File: config.mk
export PLATFORM = sky130hd
export DESIGN_NAME = dmem_arbiter_flat
export DESIGN_NICKNAME = d
export VERILOG_FILES = /design/src/rtl/dmem_pkg.sv /design/src/rtl/dmem_arbiter_if.sv /design/src/rtl/dmem_arbiter_rr_arb2.sv /design/src/rtl/dmem_arbiter.sv /design/src/flat_wrapper.sv
export SDC_FILE = /design/constraint.sdc
export NUM_CORES = 1
export LEC_CHECK = 0
export BUFFER_PORTS_ARGS = -buffer_cell sky130_fd_sc_hd__buf_2
export CORE_AREA = 4 4 228 230
export DETAILED_ROUTE_END_ITERATION = 7
export DIE_AREA = 0 0 232 234
export PLACE_DENSITY = 0.58
export SETUP_SLACK_MARGIN = 0.05
export SLEW_MARGIN = 20
export SYNTH_ARGS = -nofsm -noshare
export SYNTH_HDL_FRONTEND = slang
export SYNTH_HIERARCHICAL = 1
export SYNTH_SLANG_ARGS = --single-unit
File: constraint.sdc
create_clock -name clk -period 18.11 [get_ports clk]
set_input_delay 1.811 -clock clk [delete_from_list [all_inputs] [get_ports clk]]
set_output_delay 1.811 -clock clk [all_outputs]
set_load 0.01 [all_outputs]
File: src/rtl/dmem_pkg.sv
// rtl/dmem_pkg.sv - shared encodings, FSM states and sizing for the data-memory arbiter
package dmem_pkg;

    localparam int DMEM_DATA_W = 64;
    localparam int DMEM_ADDR_W = 64;
    localparam int DMEM_DEPTH  = 1024;

    localparam logic [1:0] MEM_ST  = 2'b00;
    localparam logic [1:0] MEM_LD  = 2'b01;
    localparam logic [1:0] MEM_NOP = 2'b11;

    typedef enum logic [1:0] {
        IDLE   = 2'd0,
        ACCESS = 2'd1,
        LWAIT  = 2'd2,
        RESP   = 2'd3
    } arb_state_t;

    function automatic logic addr_oob(input logic [DMEM_ADDR_W-1:0] addr, input int depth);
        return addr >= DMEM_ADDR_W'(depth);
    endfunction

endpackage

File: src/rtl/dmem_arbiter_if.sv
// rtl/dmem_arbiter_if.sv - one requester's load/store request and response channel
interface dmem_arbiter_if #(
    parameter int DATA_W = dmem_pkg::DMEM_DATA_W,
    parameter int ADDR_W = dmem_pkg::DMEM_ADDR_W
);
    logic              req_valid;
    logic              req_ready;
    logic              req_we;
    logic [ADDR_W-1:0] req_addr;
    logic [DATA_W-1:0] req_wdata;
    logic              rsp_valid;
    logic [DATA_W-1:0] rsp_rdata;
    logic              rsp_err;

    modport master (
        output req_valid, req_we, req_addr, req_wdata,
        input  req_ready, rsp_valid, rsp_rdata, rsp_err
    );

    modport slave (
        input  req_valid, req_we, req_addr, req_wdata,
        output req_ready, rsp_valid, rsp_rdata, rsp_err
    );
endinterface

File: src/rtl/dmem_arbiter_rr_arb2.sv
// rtl/dmem_arbiter_rr_arb2.sv - two-input round-robin grant with pointer register
module rr_arb2 (
    input  logic       clk,
    input  logic       rst,
    input  logic [1:0] req,
    input  logic       advance,
    output logic [1:0] grant
);
    logic ptr;

    always_comb begin
        grant = req;
        if (req == 2'b11) begin
            grant = ptr ? 2'b10 : 2'b01;
        end
    end

    // After a grant the pointer favours the requester that lost.
    always_ff @(posedge clk or posedge rst) begin
        if (rst) begin
            ptr <= 1'b0;
        end else if (advance && (grant != 2'b00)) begin
            ptr <= grant[0];
        end
    end
endmodule

File: src/rtl/dmem_arbiter.sv
// rtl/dmem_arbiter.sv - two-requester load/store sequencer for the data memory
// Optional DMEM_ARB_BOUNDS_EN: suppress and flag accesses with addr >= DEPTH.
module dmem_arbiter
    import dmem_pkg::*;
#(
    parameter int DATA_W = DMEM_DATA_W,
    parameter int ADDR_W = DMEM_ADDR_W,
    parameter int DEPTH  = DMEM_DEPTH
) (
    input  logic              clk,
    input  logic              rst,
    dmem_arbiter_if.slave     req0,
    dmem_arbiter_if.slave     req1,
    output logic [1:0]        mem_control,
    output logic [ADDR_W-1:0] mem_addr,
    output logic [DATA_W-1:0] mem_datIn,
    input  logic [DATA_W-1:0] mem_datOut
);
    arb_state_t        state;
    logic [1:0]        grant;
    logic              accept;
    logic              sel_we;
    logic              sel_oob;
    logic [ADDR_W-1:0] sel_addr;
    logic [DATA_W-1:0] sel_wdata;

    logic              lat_we;
    logic              lat_owner;
    logic              lat_err;
    logic [1:0]        rsp_valid_r;
    logic [1:0]        rsp_err_r;
    logic [DATA_W-1:0] rsp_rdata_r [2];

    rr_arb2 u_rr_arb2 (
        .clk     (clk),
        .rst     (rst),
        .req     ({req1.req_valid, req0.req_valid}),
        .advance (accept),
        .grant   (grant)
    );

    // Ready is gated by rst so nothing looks accepted while reset is held.
    assign accept         = (state == IDLE) && (grant != 2'b00) && !rst;
    assign req0.req_ready = accept && grant[0];
    assign req1.req_ready = accept && grant[1];

    always_comb begin
        sel_we    = grant[1] ? req1.req_we    : req0.req_we;
        sel_addr  = grant[1] ? req1.req_addr  : req0.req_addr;
        sel_wdata = grant[1] ? req1.req_wdata : req0.req_wdata;
`ifdef DMEM_ARB_BOUNDS_EN
        sel_oob   = addr_oob(sel_addr, DEPTH);
`else
        sel_oob   = 1'b0;
`endif
    end

    always_ff @(posedge clk or posedge rst) begin
        if (rst) begin
            state          <= IDLE;
            mem_control    <= MEM_NOP;
            mem_addr       <= '0;
            mem_datIn      <= '0;
            lat_we         <= 1'b0;
            lat_owner      <= 1'b0;
            lat_err        <= 1'b0;
            rsp_valid_r    <= 2'b00;
            rsp_err_r      <= 2'b00;
            rsp_rdata_r[0] <= '0;
            rsp_rdata_r[1] <= '0;
        end else begin
            case (state)
                IDLE: begin
                    if (accept) begin
                        lat_we      <= sel_we;
                        lat_owner   <= grant[1];
                        lat_err     <= sel_oob;
                        mem_addr    <= sel_addr;
                        mem_datIn   <= sel_wdata;
                        mem_control <= sel_oob ? MEM_NOP : (sel_we ? MEM_ST : MEM_LD);
                        state       <= ACCESS;
                    end
                end
                ACCESS: begin
                    mem_control <= MEM_NOP;
                    if (lat_we) begin
                        rsp_valid_r[lat_owner] <= 1'b1;
                        rsp_err_r[lat_owner]   <= lat_err;
                        state                  <= RESP;
                    end else begin
                        state <= LWAIT;
                    end
                end
                LWAIT: begin
                    // mem_datOut is valid here, one cycle after the load control.
                    rsp_valid_r[lat_owner] <= 1'b1;
                    rsp_err_r[lat_owner]   <= lat_err;
                    rsp_rdata_r[lat_owner] <= lat_err ? '0 : mem_datOut;
                    state                  <= RESP;
                end
                RESP: begin
                    rsp_valid_r    <= 2'b00;
                    rsp_err_r      <= 2'b00;
                    rsp_rdata_r[0] <= '0;
                    rsp_rdata_r[1] <= '0;
                    state          <= IDLE;
                end
                default: begin
                    mem_control <= MEM_NOP;
                    state       <= IDLE;
                end
            endcase
        end
    end

    assign req0.rsp_valid = rsp_valid_r[0];
    assign req0.rsp_rdata = rsp_rdata_r[0];
    assign req0.rsp_err   = rsp_err_r[0];
    assign req1.rsp_valid = rsp_valid_r[1];
    assign req1.rsp_rdata = rsp_rdata_r[1];
    assign req1.rsp_err   = rsp_err_r[1];
endmodule
File: src/flat_wrapper.sv
// flat-port wrapper written by rule: the top's interface ports become plain ports
module dmem_arbiter_flat import dmem_pkg::*;
#(
    parameter int DATA_W = DMEM_DATA_W,
    parameter int ADDR_W = DMEM_ADDR_W,
    parameter int DEPTH  = DMEM_DEPTH
)
  (clk, rst, mem_control, mem_addr, mem_datIn, mem_datOut, req0_req_valid, req0_req_we, req0_req_addr, req0_req_wdata, req0_req_ready, req0_rsp_valid, req0_rsp_rdata, req0_rsp_err, req1_req_valid, req1_req_we, req1_req_addr, req1_req_wdata, req1_req_ready, req1_rsp_valid, req1_rsp_rdata, req1_rsp_err);
  dmem_arbiter_if #(.DATA_W(DATA_W), .ADDR_W(ADDR_W)) req0_i ();
  dmem_arbiter_if #(.DATA_W(DATA_W), .ADDR_W(ADDR_W)) req1_i ();
  input  logic clk;
  input  logic rst;
  output logic [1:0] mem_control;
  output logic [ADDR_W-1:0] mem_addr;
  output logic [DATA_W-1:0] mem_datIn;
  input  logic [DATA_W-1:0] mem_datOut;
  input wire logic [$bits(req0_i.req_valid)-1:0] req0_req_valid;
  input wire logic [$bits(req0_i.req_we)-1:0] req0_req_we;
  input wire logic [$bits(req0_i.req_addr)-1:0] req0_req_addr;
  input wire logic [$bits(req0_i.req_wdata)-1:0] req0_req_wdata;
  output wire logic [$bits(req0_i.req_ready)-1:0] req0_req_ready;
  output wire logic [$bits(req0_i.rsp_valid)-1:0] req0_rsp_valid;
  output wire logic [$bits(req0_i.rsp_rdata)-1:0] req0_rsp_rdata;
  output wire logic [$bits(req0_i.rsp_err)-1:0] req0_rsp_err;
  input wire logic [$bits(req1_i.req_valid)-1:0] req1_req_valid;
  input wire logic [$bits(req1_i.req_we)-1:0] req1_req_we;
  input wire logic [$bits(req1_i.req_addr)-1:0] req1_req_addr;
  input wire logic [$bits(req1_i.req_wdata)-1:0] req1_req_wdata;
  output wire logic [$bits(req1_i.req_ready)-1:0] req1_req_ready;
  output wire logic [$bits(req1_i.rsp_valid)-1:0] req1_rsp_valid;
  output wire logic [$bits(req1_i.rsp_rdata)-1:0] req1_rsp_rdata;
  output wire logic [$bits(req1_i.rsp_err)-1:0] req1_rsp_err;
  assign req0_i.req_valid = req0_req_valid;
  assign req0_i.req_we = req0_req_we;
  assign req0_i.req_addr = req0_req_addr;
  assign req0_i.req_wdata = req0_req_wdata;
  assign req0_req_ready = req0_i.req_ready;
  assign req0_rsp_valid = req0_i.rsp_valid;
  assign req0_rsp_rdata = req0_i.rsp_rdata;
  assign req0_rsp_err = req0_i.rsp_err;
  assign req1_i.req_valid = req1_req_valid;
  assign req1_i.req_we = req1_req_we;
  assign req1_i.req_addr = req1_req_addr;
  assign req1_i.req_wdata = req1_req_wdata;
  assign req1_req_ready = req1_i.req_ready;
  assign req1_rsp_valid = req1_i.rsp_valid;
  assign req1_rsp_rdata = req1_i.rsp_rdata;
  assign req1_rsp_err = req1_i.rsp_err;
  dmem_arbiter #(.DATA_W(DATA_W), .ADDR_W(ADDR_W), .DEPTH(DEPTH)) u_core (.clk(clk), .rst(rst), .req0(req0_i), .req1(req1_i), .mem_control(mem_control), .mem_addr(mem_addr), .mem_datIn(mem_datIn), .mem_datOut(mem_datOut));
endmodule
Word level (Yosys, flattened, before mapping)

Cells that the tools add are included.

Register bits: 267
Word-level logic and storage cells: 62
Output and inout bits: 264
Bits of input ports: 326

Bitwise logic cells: 4
Reductions and logical operators: 16
Order comparisons: 4
Multiplexer cells: 21
Equal/unequal tests: 6

Operators with widths:

| operator                                                   | count |
|---|---|
| case mux 128 bit (2 select lines)                          | 1 |
| 2-to-1 mux 64 bit                                          | 3 |
| bitwise mux 128 bit                                        | 1 |
| demux 64 bit (select 1 bit)                                | 1 |
| 2-to-1 mux 2 bit                                           | 6 |
| case mux 2 bit (3 select lines)                            | 2 |
| case mux 2 bit (4 select lines)                            | 1 |
| logical AND 1 bit                                          | 7 |
| equality test 2 bit, second input constant                 | 3 |
| AND reduction 2 bit                                        | 3 |
| nonzero test 2 bit                                         | 3 |
| 2-to-1 mux 1 bit                                           | 4 |
| != test 2 x 1 -> 1 bit, second input constant              | 2 |
| case mux 2 bit (2 select lines)                            | 1 |
| nonzero test 3 bit                                         | 1 |
| bitwise AND 2 bit                                          | 1 |
| equality test 2 x 1 -> 1 bit, second input constant        | 1 |
| >= comparator 2 bit, second input constant                 | 1 |
| logical NOT 2 bit                                          | 1 |
| less-than comparator 1 x 2 -> 1 bit, second input constant | 1 |
| less-than comparator 2 x 1 -> 1 bit, second input constant | 1 |
| NOT 1 -> 2 bit                                             | 1 |
| NOT 2 bit                                                  | 1 |
| bitwise OR 2 bit                                           | 1 |
| other kinds (3)                                            | 3 |

Depth between registers and ports, before layout

Depth after elaboration: 8
Depth in mapped cells: 10
Mapped depth without buffers: 7

Hierarchy

The synthesis kept the hierarchy.

By module, submodules not included:

| module       | area each (um^2) | seq. area each (um^2) | cells an instance | instances |
|---|---|---|---|---|
| dmem_arbiter | 11210.8          | 6658.9                | 1028              | 1 |
| rr_arb2      | 58.8             | 25.0                  | 7                 | 1 |

Least setup slack after synthesis

Ideal clock, no wire load.

Kind: input to output
Start: input req1_req_valid
End: output req1_req_ready
Setup slack: 13.829 ns
Buffers on the path: 2
Cell stages on the path: 4
Data arrival time: 2.470 ns
Data required time: 16.299 ns
Cells stage by stage: a21boi_1 > buf_4 > buf_4 > and2_1

Cells in the longest elaborated chain, start to end: 6

Ends and longest elaborated chain:

| element                         | RTL line                   | RTL |
|---|---|---|
| start, declared                 | flat_wrapper.sv:25         | `input wire logic [$bits(req1_i.req_valid)-1:0] req1_req_valid;` |
| equality test 2 bit             | dmem_arbiter_rr_arb2.sv:13 | `if (req == 2'b11) begin` |
| 2-to-1 mux 2 bit *              | dmem_arbiter_rr_arb2.sv:13 |  |
| nonzero test 2 bit              | dmem_arbiter.sv:43         | `assign accept = (state == IDLE) && (grant != 2'b00) && !rst;` |
| logical AND 1 bit (2 in series) | dmem_arbiter.sv:43         |  |
| logical AND 1 bit *             | dmem_arbiter.sv:45         | `assign req1.req_ready = accept && grant[1];` |
| end, declared                   | flat_wrapper.sv:29         | `output wire logic [$bits(req1_i.req_ready)-1:0] req1_req_ready;` |

Mark *: on every way between the ends. The rest lies on a longest branch, timed or not.

Final worst setup path

Start: input req0_req_valid
End: output req1_req_ready

Cells in the longest elaborated chain, start to end: 6

Ends and longest elaborated chain:

| element                         | RTL line                   | RTL |
|---|---|---|
| start, declared                 | flat_wrapper.sv:17         | `input wire logic [$bits(req0_i.req_valid)-1:0] req0_req_valid;` |
| equality test 2 bit *           | dmem_arbiter_rr_arb2.sv:13 |  |
| 2-to-1 mux 2 bit *              | dmem_arbiter_rr_arb2.sv:13 |  |
| net u_core.grant[1]             | dmem_arbiter.sv:20         | `logic [1:0] grant;` |
| nonzero test 2 bit              | dmem_arbiter.sv:43         |  |
| logical AND 1 bit (2 in series) | dmem_arbiter.sv:43         |  |
| logical AND 1 bit *             | dmem_arbiter.sv:45         |  |

Mark *: on every way through the listed nets, which the timed path passes. The rest lies on a longest branch.

==> results.ini <==
[logic_synthesis]
syn-cell-area_mm2 = 0.01127
avgSynthCellArea_um2 = 10.89
syn_inst = 1035
ys_ff_latch = 267
ys_seq_area_frac = 0.5931
synth_cell_types = 31
yosysWarnings = 6
syn_nets = 1368

[clock_tree]
numCtsBuffers = 29
cts_setup_buffers = 0
clkLatencyLatePin_ns = 0.56
cts-htree-levels = 1
cts_resized = 0
cts_root_buf = clkbuf_16
cts_hold_buf = 0
clkTransAtPathRegs_ns = 0.06
clockBufferDepth = 3
cts.sink_count = 267
cts_tree = done

[setup_path]
max_stage_delay_ns = 0.56
r2r-start = u_core/u_rr_arb2/ptr
cpMostUsedCell = buf_2
cp-start-kind = input pin
reg2reg_setup_slack_ns = 14.42
cp_max_fo = 132
reg2reg_to = u_core/mem_addr[6]
worstSetupPathType = input pin to output pin
crit_chain = buf_2 > a21boi_4 > buf_12 > and2_1 > buf_2
arrival_ns = 3.09
required_ns = 16.30
cpMaxStageDelayCell = buf_12
r2r_cells = 8
end_kind = output pin

[timing]
setup_violations = 0
fmax_ghz = 0.2040
post-route-period-util = 0.2707
fin_worst_skew_ns = 0.01835
fin_tns_setup_ns = 0
worst_pin_slew_ns = 1.158
hold-worst-slack_ns = 0.4707
final_max_slew_viol_count = 0
rsz0062_at_grt = no
setup_ws_ns = 13.21
finalCriticalPeriod_ns = 4.902
relSlewSlack = 0.2281
finalHoldViolCount = 0

[placed_design]
postPlaceCellArea_mm2 = 0.01472
io_buffers = 589
dpl.hpwl_um = 32670
dpl_worst_slack_ns = 12.49
place_congestion = 0.8135

[floorplanning]
die_h_um = 234
die_area_mm2 = 0.05429
core_mm2 = 0.04986
rows = 82
die_w_um = 232
initial_utilization = 0.2260
ios = 590

[min_path]
holdCritPathClass = flop to flop
holdPathEnd = u_core/req0.rsp_rdata[31]
hold_depth = 2
min-delay-start = u_core/req0.rsp_rdata[31]

[detailed_routing]
drc_errors = 0
drt_iter0_drc = 438
viasPerCell = 4.293
antenna_left = 0
vias = 9830
drt_pass1_iterations = 4
wl_per_cell_um = 18.60
wirelength_um = 42600

[global_routing]
grt_pass1_wl_um = 60710
antenna_found_initial = 31
grt_max_degree = 133
gr-total-overflow = 0
grt_pass1_vias = 9771
track_usage = 0.1451

[power]
p_leak_nw = 8.298
p_per_area_mw_per_mm2 = 164.3
peakVddDrop_uv = 99.35

[status]
outcome = finished clean

[finish]
layout-drive-gt1-share = 0.4066
design_area_mm2 = 0.01574
n_fill_cell = 5253
layout_commonest_cell = buf_2
final_cell_mix = 589 x buf_2, 265 x dfrtp_1, 258 x nand2_1
nets = 1923
area_delta_synth_final_pct = 39.64

[job]
cap_violations = 0

[stage by stage]
| step | instances | power [mW] | utilization |
|---|---|---|---|
| 3_3_place_gp | 2230 | 1.984 | 0.2953 |
| 3_5_place_dp | 2230 | 2.005 | 0.2953 |
| 5_1_grt | 2289 | 2.773 | 0.3155 |
| 2_1_floorplan | 1035 | 1.586 | - |
| 6_report | 2290 | 2.585 | 0.3156 |
| 4_1_cts | 2282 | 2.625 | 0.3146 |
[synthesized netlist by cell type, drive strengths merged]
cell / number / area share
dfrtp: 265 / 0.59
nand2: 258 / 0.086
o21ai: 198 / 0.089
mux2i: 129 / 0.11
a22o: 65 / 0.051
buf: 52 / 0.033
clkbuf: 23 / 0.0080
a21oi: 8 / 0.0036
inv: 8 / 0.0027
ha: 7 / 0.0078
nor2: 5 / 0.0021
a21boi: 4 / 0.0027
and2: 2 / 0.0011
dfstp: 2 / 0.0047
nand2b: 2 / 0.0011
a211oi: 1 / 0.00067
a22oi: 1 / 0.00067
a31o: 1 / 0.00078
a31oi: 1 / 0.00056
and2b: 1 / 0.00067
o21bai: 1 / 0.00067
or2: 1 / 0.00056
[power by group]
part	internal, mW	switching [mW]	leakage (nW)
registers	0.837	0.129	3.42
logic	0.397	0.623	4.40
clock network	0.358	0.241	0.479
[cell type report]
cell class | count | area [um2] | area share
inverters | 8 | 37.54 | 0.002385
well taps | 672 | 840.8 | 0.05343
repair buffers | 599 | 3059 | 0.1944
multi-input cells | 685 | 4133 | 0.2626
clock buffers | 45 | 875.8 | 0.05566
diodes | 7 | 17.52 | 0.001113
flip-flops and latches | 267 | 6684 | 0.4247
clock inverters | 7 | 88.84 | 0.005645
[how the worst max path moves through the flow]
stage	startpoint	endpoint	slack, ns
after floorplan	rst	u_core/lat_owner	8.98
after global placement	req1_req_valid	u_core/mem_datIn[37]	12.60
after detailed placement	req1_req_valid	u_core/mem_addr[6]	12.49
after CTS	req0_req_valid	req1_req_ready	13.04
after global routing	req0_req_valid	req1_req_ready	13.05
final	req0_req_valid	req1_req_ready	13.21
[routing by layer]
metal / GRT usage / vias up / wire [um] / part of all wire
met4: 0.04820 / 14 / 839 / 0.020
met2: 0.2509 / 443 / 21240 / 0.50
met3: 0.05066 / 82 / 4102 / 0.096
met1: 0.1688 / 4606 / 16330 / 0.38
met5: 0 / - / 92 / 0.0022
li1: - / 4685 / - / -
[sequential cells by signal, indices dropped and copies added (netlist names)]
name / count
u_core/lat_owner: 1
u_core/mem_addr: 64
u_core/lat_we: 1
u_core/req0.rsp_rdata: 64
u_core/mem_datIn: 64
u_core/state: 2
u_core/u_rr_arb2/ptr: 1
u_core/mem_control: 2
u_core/rsp_valid_r: 2
u_core/rsp_err_r: 2
u_core/req1.rsp_rdata: 64
[cells by family after synthesis]
logic type / Yosys count / share of synthesized area
AND/OR/NAND/NOR: 269 / 0.09148
flip-flops: 267 / 0.5931
multiplexers: 129 / 0.1146
buffers and inverters: 83 / 0.04374
AO/OA/AOI/OAI: 280 / 0.1493
adder cells (fa/ha/maj): 7 / 0.007771
[worst max-delay path: cells and delay by family]
family | cells | cell delay, ns
and+or+nand+nor | 1 | 0.26
AOI/OAI and AO/OA | 1 | 0.17
buffers and inverters | 3 | 0.83
Note: power is estimated with default switching activity, not from simulation.
